## config.mk

```make
export PLATFORM = sky130hd
export DESIGN_NAME = chunked_adder
export DESIGN_NICKNAME = d
export VERILOG_FILES = /design/src/rtl/adder_pkg.sv /design/src/rtl/chunk_adder.sv /design/src/rtl/full_adder.sv /design/src/rtl/chunked_adder.sv
export SDC_FILE = /design/constraint.sdc
export NUM_CORES = 1
export LEC_CHECK = 0
export ABC_AREA = 0
export BUFFER_PORTS_ARGS = -buffer_cell sky130_fd_sc_hd__buf_2
export CORE_MARGIN = 2
export CORE_UTILIZATION = 51
export CTS_CLUSTER_DIAMETER = 150
export DETAILED_ROUTE_END_ITERATION = 10
export PLACE_DENSITY = 0.86
export SLEW_MARGIN = 10
export SYNTH_ARGS = -nofsm -noshare
export SYNTH_HDL_FRONTEND = slang
export SYNTH_HIERARCHICAL = 1
export SYNTH_SLANG_ARGS = --single-unit
```

## constraint.sdc

```tcl
create_clock -name clk -period 4.1 [get_ports clk]
set_input_delay 0.41 -clock clk [delete_from_list [all_inputs] [get_ports clk]]
set_output_delay 0.41 -clock clk [all_outputs]
set_load 0.05 [all_outputs]
```

## src/rtl/adder_pkg.sv

```systemverilog
// Shared definitions for the adder family: FSM encodings, the subtract-mode
// selector value and a width helper for sizing counters.
package adder_pkg;

   typedef enum logic [1:0] {
      IDLE = 2'd0,
      RUN  = 2'd1,
      DONE = 2'd2
   } state_t;

   localparam logic SUB_MODE = 1'b1;

   function automatic int clog2(input int value);
      int result;
      result = 0;
      for (int v = value - 1; v > 0; v = v >> 1) begin
         result = result + 1;
      end
      return result;
   endfunction

endpackage

```

## src/rtl/chunk_adder.sv

```systemverilog
// CHUNK-bit combinational ripple adder; c_msb is the carry into the slice MSB,
// which the top needs on the final slice to form signed overflow.
module chunk_adder #(
   parameter int CHUNK = 4
) (
   input  logic [CHUNK-1:0] a,
   input  logic [CHUNK-1:0] b,
   input  logic             ci,
   output logic [CHUNK-1:0] s,
   output logic             co,
   output logic             c_msb
);

   logic [CHUNK:0] c;

   assign c[0] = ci;

   for (genvar i = 0; i < CHUNK; i++) begin : g_bit
      full_adder u_fa (
         .a  (a[i]),
         .b  (b[i]),
         .ci (c[i]),
         .s  (s[i]),
         .co (c[i+1])
      );
   end

   assign co    = c[CHUNK];
   assign c_msb = c[CHUNK-1];

endmodule

```

## src/rtl/full_adder.sv

```systemverilog
// Single-bit full-adder cell used as the building block of the ripple slices.
module full_adder (
   input  logic a,
   input  logic b,
   input  logic ci,
   output logic s,
   output logic co
);

   assign s  = a ^ b ^ ci;
   assign co = (a & b) | (ci & (a ^ b));

endmodule

```

## src/rtl/chunked_adder.sv

```systemverilog
// Multi-cycle adder/subtractor: processes one CHUNK-bit slice per clock from
// LSB to MSB and publishes sum and flags only when the last slice completes.
module chunked_adder
   import adder_pkg::*;
#(
   parameter int WIDTH = 16,
   parameter int CHUNK = 4
) (
   input  logic             clk,
   input  logic             rst,
   input  logic             start,
   input  logic             sub,
   input  logic [WIDTH-1:0] add1,
   input  logic [WIDTH-1:0] add2,
   input  logic             cin,
   output logic             ready,
   output logic             done,
   output logic [WIDTH-1:0] sum,
   output logic             cout,
   output logic             ovf,
   output logic             zero
);

   localparam int NCHUNK = WIDTH / CHUNK;
   localparam int CW     = (clog2(NCHUNK) > 1) ? clog2(NCHUNK) : 1;

   state_t           state, next_state;
   logic [WIDTH-1:0] op_a, op_b, res, res_next;
   logic             carry;
   logic [CW-1:0]    cnt;
   logic [CHUNK-1:0] slice_a, slice_b, slice_s;
   logic             slice_co, slice_cmsb;
   logic             last, accept;
   int               slice_base;

   assign slice_base = int'(cnt) * CHUNK;
   assign slice_a    = op_a[slice_base +: CHUNK];
   assign slice_b    = op_b[slice_base +: CHUNK];
   assign last       = (cnt == CW'(NCHUNK - 1));
   assign accept     = start && ready;

   chunk_adder #(.CHUNK(CHUNK)) u_slice (
      .a     (slice_a),
      .b     (slice_b),
      .ci    (carry),
      .s     (slice_s),
      .co    (slice_co),
      .c_msb (slice_cmsb)
   );

   // Merge the freshly computed slice into the partial result.
   always_comb begin
      res_next = res;
      res_next[slice_base +: CHUNK] = slice_s;
   end

   always_ff @(posedge clk or posedge rst) begin
      if (rst) begin
         state <= IDLE;
      end else begin
         state <= next_state;
      end
   end

   // ready is a pure decode of the state register, so start never reaches it.
   always_comb begin
      next_state = state;
      ready      = 1'b0;
      done       = 1'b0;
      case (state)
         IDLE: begin
            ready = 1'b1;
            if (start) next_state = RUN;
         end
         RUN: begin
            if (last) next_state = DONE;
         end
         DONE: begin
            ready      = 1'b1;
            done       = 1'b1;
            next_state = start ? RUN : IDLE;
         end
         default: next_state = IDLE;
      endcase
   end

   // Subtraction is add1 + ~add2 + 1, so the operand is inverted at capture.
   always_ff @(posedge clk or posedge rst) begin
      if (rst) begin
         op_a  <= '0;
         op_b  <= '0;
         res   <= '0;
         carry <= 1'b0;
         cnt   <= '0;
         sum   <= '0;
         cout  <= 1'b0;
         ovf   <= 1'b0;
         zero  <= 1'b0;
      end else if (accept) begin
         op_a  <= add1;
         op_b  <= (sub == SUB_MODE) ? ~add2 : add2;
         carry <= (sub == SUB_MODE) ? 1'b1 : cin;
         cnt   <= '0;
      end else if (state == RUN) begin
         res   <= res_next;
         carry <= slice_co;
         cnt   <= cnt + 1'b1;
         if (last) begin
            sum  <= res_next;
            cout <= slice_co;
            ovf  <= slice_co ^ slice_cmsb;
            zero <= (res_next == '0);
         end
      end
   end

endmodule

```

=== Yosys cells after proc, flatten, opt, wreduce, memory -nomap -nowiden ===
Index checks and enable logic that the tools add are counted.

* Register bits: 72
* Output and inout port bits: 21

* Add/subtract/negate cells: 2
* Eq/ne operators: 5
* Shift-type cells: 4
* Muxes and demuxes: 13
* Bitwise logic cells: 23
* Reductions and logical operators: 8

{| class="wikitable"
|+ Operators by type and width
! operator !! number
|-
| 4-bit negation with 33-bit output || 1
|-
| 4-bit by 33-bit variable shift with 16-bit output, first input constant || 1
|-
| 4-bit by 33-bit indexed part select with 16-bit output || 1
|-
| 16-bit by 5-bit indexed part select with 4-bit output || 2
|-
| 16-bit bitwise mux || 1
|-
| 16-bit logical NOT || 1
|-
| 16-bit 2-to-1 mux || 1
|-
| 16-bit NOT || 1
|-
| 1-bit bitwise XOR || 9
|-
| 1-bit AND || 8
|-
| 2-bit 2-to-1 mux || 4
|-
| 1-bit 2-to-1 mux || 6
|-
| 2-bit case mux with 3 select lines || 1
|-
| 2-bit == test, second input constant || 2
|-
| 2-bit != test, second input constant || 2
|-
| 1-bit bitwise OR || 4
|-
| 2-bit AND reduction || 2
|-
| 3-bit AND reduction || 1
|-
| 2-bit by 1-bit adder with 2-bit output, second input constant || 1
|-
| 2-bit by 1-bit == test with 1-bit output, second input constant || 1
|-
| 2-bit logical NOT || 1
|-
| 2-bit nonzero test || 1
|-
| 2-bit OR reduction || 1
|-
| 1-bit logical AND || 1
|-
| 1-bit NOT || 1
|}

=== Logic depth before layout (Yosys ltp) ===
* Depth in word-level cells: 12
* Mapped depth: 11
* Gate-level depth less buffers: 9

=== By module ===
Netlist, hierarchy kept.

{| class="wikitable"
|+ Modules (own cells, without submodules)
! module !! times used !! cells each !! area each (um^2) !! seq. area each (um^2)
|-
| chunked_adder || 1 || 302 || 3405.8 || 1801.7
|-
| full_adder || 4 || 1 || 20.0 || 0.0
|}

=== Worst setup path after synthesis ===
No wires, ideal clock.

* Path kind: reg-to-reg
* From: reg cnt[0]
* To: reg zero
* Arrival: 3822 ps
* Slack: 183 ps
* Cell stages (with the launch flop): 12
* Buffers on the path: 2
* Path through: dfrtp_1 -> buf_2 -> mux4_2 -> fa_1 -> fa_1 -> fa_1 -> fa_1 -> clkbuf_1 -> a41oi_1 -> o221a_2 -> o21ai_0 -> o31ai_1

* Word-level cells in the longest chain between the ends: 12
* Elaborated cells between the ends (all ways): 26
* Those cells by class: add/sub: 1; eq/ne: 1; shift: 4; mux: 1; bitwise: 17; reduce/logical: 2

{| class="wikitable"
|+ RTL lines
! item !! RTL line !! source
|-
| from (decl) || chunked_adder.sv:30 || <nowiki>logic [CW-1:0] cnt;</nowiki>
|-
| from (signal assigned) || chunked_adder.sv:107 || <nowiki>cnt <= cnt + 1'b1;</nowiki>
|-
| 16-bit by 5-bit indexed part select with 4-bit output * || chunked_adder.sv:37 || <nowiki>assign slice_a = op_a[slice_base +: CHUNK];</nowiki>
|-
| via slice_a[0] || chunked_adder.sv:31 || <nowiki>logic [CHUNK-1:0] slice_a, slice_b, slice_s;</nowiki>
|-
| 1-bit bitwise XOR || full_adder.sv:11 || <nowiki>assign co = (a & b) | (ci & (a ^ b));</nowiki>
|-
| 1-bit AND || full_adder.sv:11 ||
|-
| 1-bit bitwise OR * || full_adder.sv:11 ||
|-
| via u_slice.c[1] || chunk_adder.sv:14 || <nowiki>logic [CHUNK:0] c;</nowiki>
|-
| 1-bit AND * || full_adder.sv:11 ||
|-
| 1-bit bitwise OR * || full_adder.sv:11 ||
|-
| via u_slice.c[2] || chunk_adder.sv:14 ||
|-
| 1-bit AND * || full_adder.sv:11 ||
|-
| 1-bit bitwise OR * || full_adder.sv:11 ||
|-
| via slice_cmsb || chunked_adder.sv:32 || <nowiki>logic slice_co, slice_cmsb;</nowiki>
|-
| 1-bit bitwise XOR * || full_adder.sv:10 || <nowiki>assign s = a ^ b ^ ci;</nowiki>
|-
| via slice_s[3] || chunked_adder.sv:31 ||
|-
| 4-bit by 33-bit indexed part select with 16-bit output * || chunked_adder.sv:54 || <nowiki>res_next[slice_base +: CHUNK] = slice_s;</nowiki>
|-
| 16-bit bitwise mux * || chunked_adder.sv:54 ||
|-
| 16-bit logical NOT * || chunked_adder.sv:112 || <nowiki>zero <= (res_next == '0);</nowiki>
|-
| to (signal assigned) || chunked_adder.sv:112 ||
|-
| to (decl) || chunked_adder.sv:21 || <nowiki>output logic zero</nowiki>
|}

The timed path passes the listed nets; every way through them passes the cells marked *.
A chain may end at the register's enable or synchronous reset.

=== Worst setup path after layout ===
Same ends and word-level chain as after synthesis.

==> metrics list <==
* Endpoint class of the critical path: flop
* Final global-route overflow total: 0
* Crit path to: zero
- In the final routed layout, each cell accounts on average for between 15 and 20 um.
- Largest fanout on the critical path: 4
* Root Buffer: clkbuf_8
- The clock passes through at most 2 buffers.
- The worst hold path belongs to the class in2async.
* Final slew viol count: 0
- Setup repair after global routing left no endpoint under its margin.
* Die extent in x: approximately 87 um
- Across the run, the number of max-cap violations was 0.
- Once the clock tree was built, the resizer swapped 0 gates to a different size.
- TritonCTS built the clock tree.
- VDD sags by at most about 0.00054 V.
- Among all flip-flop cells after synthesis, the most frequent one is dfrtp_1.
- For this run, the slowest stage of the critical path takes ~0.55 ns.
- The number of different library cells used by synthesis comes to 36.
- Synth Warn #: 6
- Synthesized netlist net count: roughly 350
* All-layer global routing usage: a little over a fifth
* H-Tree Level Count: 3
* Fraction of layout cells with a size suffix above 1: ~30%
- Switching part of the total power: approximately 46%
* Ys async rst share: between 90% and 100%
- Setup violations remaining at the end of the flow were counted as 0.
- Clk_skew: about 0.005 ns
- Total Wirelength: between 7000 and 8000 um
- Static timing analysis puts the maximum clock frequency at between 0.2 and 0.3 GHz.
* Leakage power of the design: around 1.9 nW
- For this configuration, the core starts out at a cell density of slightly above 50%.
- The worst register-to-register path ends at zero.
- Status: finished, final reports clean
* Cell Pwr Density: ~960 mW/mm^2
- The number of antenna violations at the first check in global routing was 0.
- Net switching power of the design: between 1.5 and 2 mW
* Number of enable-type register cells in the synthesized netlist: 0
- Clock latency reported for the late side of the worst-skew pair: 0.35 ns
* Cell breakdown of the critical path: mux4_2 > fa_1 > fa_1 > fa_1 > fa_1 > a41oi_1 > o221a_2 > o21ai_0 > o31ai_1
* Largest net degree at the start of global routing: roughly 50
- The area growth from synthesis to layout is 13.4%.
- Across all hold checks on the routed design, the worst slack comes to 0.240 ns.
- Die Footprint: 0.00751 mm^2
- Most numerous cell on the critical path: fa_1
- Sequential cells burn about a third of the power.
* Internal portion of total power: between 2 and 2.5 mW
* Sequential element share of the synthesized area: around half
- The worst register-to-register path has a depth of 9.
* Number of buffers inserted during clock tree synthesis: 9
- Clock tree synthesis found a total of between 70 and 80 sinks.
- DRC: 0
- The number of endpoints with negative hold slack in the final report came to 0.
- The clock network is responsible for about 13% of the overall power.
- The first global-routing pass estimated 11,900 um of wire.
- Post-route antenna net violation count: 0
- Core Util, Final: approximately 59%
- STA puts the critical path data arrival time at 3.92 ns.
- On the critical path, the stage with the largest delay is an instance of mux4_2.
- Die Ht: 86.7 um
* Comb pwr share: a little under three fifths
- Clock-pin slew reported for the worst setup and hold paths after clock tree synthesis: around 0.070 ns
* Drt pass-1 iters: 4
- In the finished design, the share of the clock period the worst path needs comes to 89.6%.
- In the final timing run, aggregate negative setup slack is 0 ns.
- Final #Nets: between 400 and 500
* Vias per cell: around 5.6
- Reg2Reg Setup Slack: between 0.4 and 0.5 ns
- Routability-driven placement finished with a final weighted congestion of between 0.8 and 0.9.
- Placeable core region: 0.00672 mm^2
- Each instance of the synthesized netlist takes up on average ~11 um^2.
- In this run the post-CTS setup repair buffer count came out at 0.
- Leaving out fill and tap cells, the most frequent cell in the layout is dfrtp_1.
- After layout, the minimum clock period comes to about 3.7 ns.
- Synth Register Bits: 72
- Gate Count Post-Synth: between 300 and 400
* Start point of the critical path: cnt[0]
- R2R Path Start: cnt[0]
* Violation count after the first detailed-route iteration: between 100 and 150
* Most frequent cells in the layout: dfrtp_1 (72), buf_2 (57), nand2_1 (43)
- CP Data Required Time: between 4 and 5 ns
- In this run, post-CTS hold repair placed 0 buffers.
- Type of the worst setup path: reg2reg
* IO Pins: 58
* DP HPWL: approximately 5000 um
* Vias in the first global route: 2,440
- The number of antenna diodes in the final layout is 0.
- The floorplan has 30 rows.
* Max-slew headroom: 40.0%
* Count of buffers from port buffering: 57
* Transition time of the tightest slew-check pin: about 0.90 ns
* Critical Path Source Type: flop
- Via count of the routed design: about 2,400
* Netlist Area Pre-Place: between 0.003 and 0.004 mm^2
==> worst min-delay path by stage <==
stage                   end  slack [ns]  depth (start not counted)
CTS                  sum[0]        0.28                          2
global placement     sum[6]        0.46                          2
floorplan            res[0]        0.44                          2
detailed placement   res[0]        0.46                          2
finish               res[1]        0.24                          2
global route        op_a[6]        0.28                          2
==> state kept, by name, summed over array words and instances, names as in the netlist <==
| name | count |
|---|---|
| cnt | 2 |
| op_b | 16 |
| ovf | 1 |
| op_a | 16 |
| carry | 1 |
| state | 2 |
| res | 16 |
| cout | 1 |
| sum | 16 |
| zero | 1 |
==> kinds of logic (layout without fill, tap and decap cells) <==
family	after synthesis	in the layout	synth area share, %
AO/OA/AOI/OAI	77	77	13.7
buffers and inverters	27	80	3.88
XOR/XNOR	17	17	4.27
adder cells (fa/ha/maj)	10	10	4.45
multiplexers	25	25	10.7
AND/OR/NAND/NOR	78	78	11.3
flip-flops	72	72	51.7
==> per-stage QoR <==
stage | std cells | setup slack, ns | power (mW) | area [um^2]
detailed placement | 426 | 0.445 | 3.33 | 3790
CTS | 439 | 0.431 | 3.81 | 3950
global route | 439 | 0.261 | 4.06 | 3950
floorplan | 306 | 0.183 | 2.77 | 3490
finish | 439 | 0.425 | 3.79 | 3950
global placement | 426 | 0.545 | 3.26 | 3790
==> metal layers <==
layer	vias up	wire, um	global-route usage (%)
met4	0	119	10.7
met1	1184	3200	27.3
met3	10	364	5.05
met5	-	0	0
li1	1166	-	-
met2	81	3350	32.5
==> Yosys cell counts, types with 2 or more instances <==
| master | number | share of area, % |
|---|---|---|
| buf_2 | 6 | 0.86 |
| and2b_1 | 3 | 0.65 |
| buf_6 | 3 | 0.97 |
| nor4_1 | 3 | 0.54 |
| ha_1 | 6 | 2.2 |
| a21oi_1 | 13 | 1.9 |
| nor2_1 | 3 | 0.32 |
| a22o_1 | 13 | 3.3 |
| and2_1 | 3 | 0.54 |
| mux2_2 | 17 | 5.5 |
| xnor2_1 | 17 | 4.3 |
| inv_1 | 4 | 0.43 |
| clkbuf_1 | 12 | 1.3 |
| a41oi_1 | 3 | 0.75 |
| o22ai_2 | 2 | 0.72 |
| mux4_2 | 8 | 5.2 |
| nand2_1 | 43 | 4.6 |
| o21ai_0 | 41 | 5.9 |
| dfrtp_1 | 72 | 52 |
| nor2b_1 | 15 | 2.7 |
| fa_1 | 4 | 2.3 |
==> critical path, delay by kind of cell, from the launching register on <==
family | cells | cell delay [ns]
AO/OA/AOI/OAI | 4 | 0.81
adder cells (fa/ha/maj) | 4 | 1.76
flip-flops | 1 | 0.45
multiplexers | 1 | 0.55
==> power groups by stage <==
stage               combinational, mW  sequential (mW)  clock, mW
finish                           2.09             1.22      0.482
global route                     2.28             1.25      0.522
global placement                 2.05             1.21          0
CTS                              2.10             1.22      0.493
detailed placement               2.10             1.23          0
floorplan                        1.33             1.44          0
==> cell type report <==
| type | count | area (um^2) |
|---|---|---|
| flip-flops and latches | 72 | 1800 |
| fillers | 547 | 2770 |
| inverters | 5 | 18.8 |
| clock buffers | 12 | 155 |
| multi-input cells | 207 | 1550 |
| repair buffers | 62 | 323 |
| clock inverters | 1 | 5.00 |
| well taps | 80 | 100 |
Power figures use the tool's default switching activity.
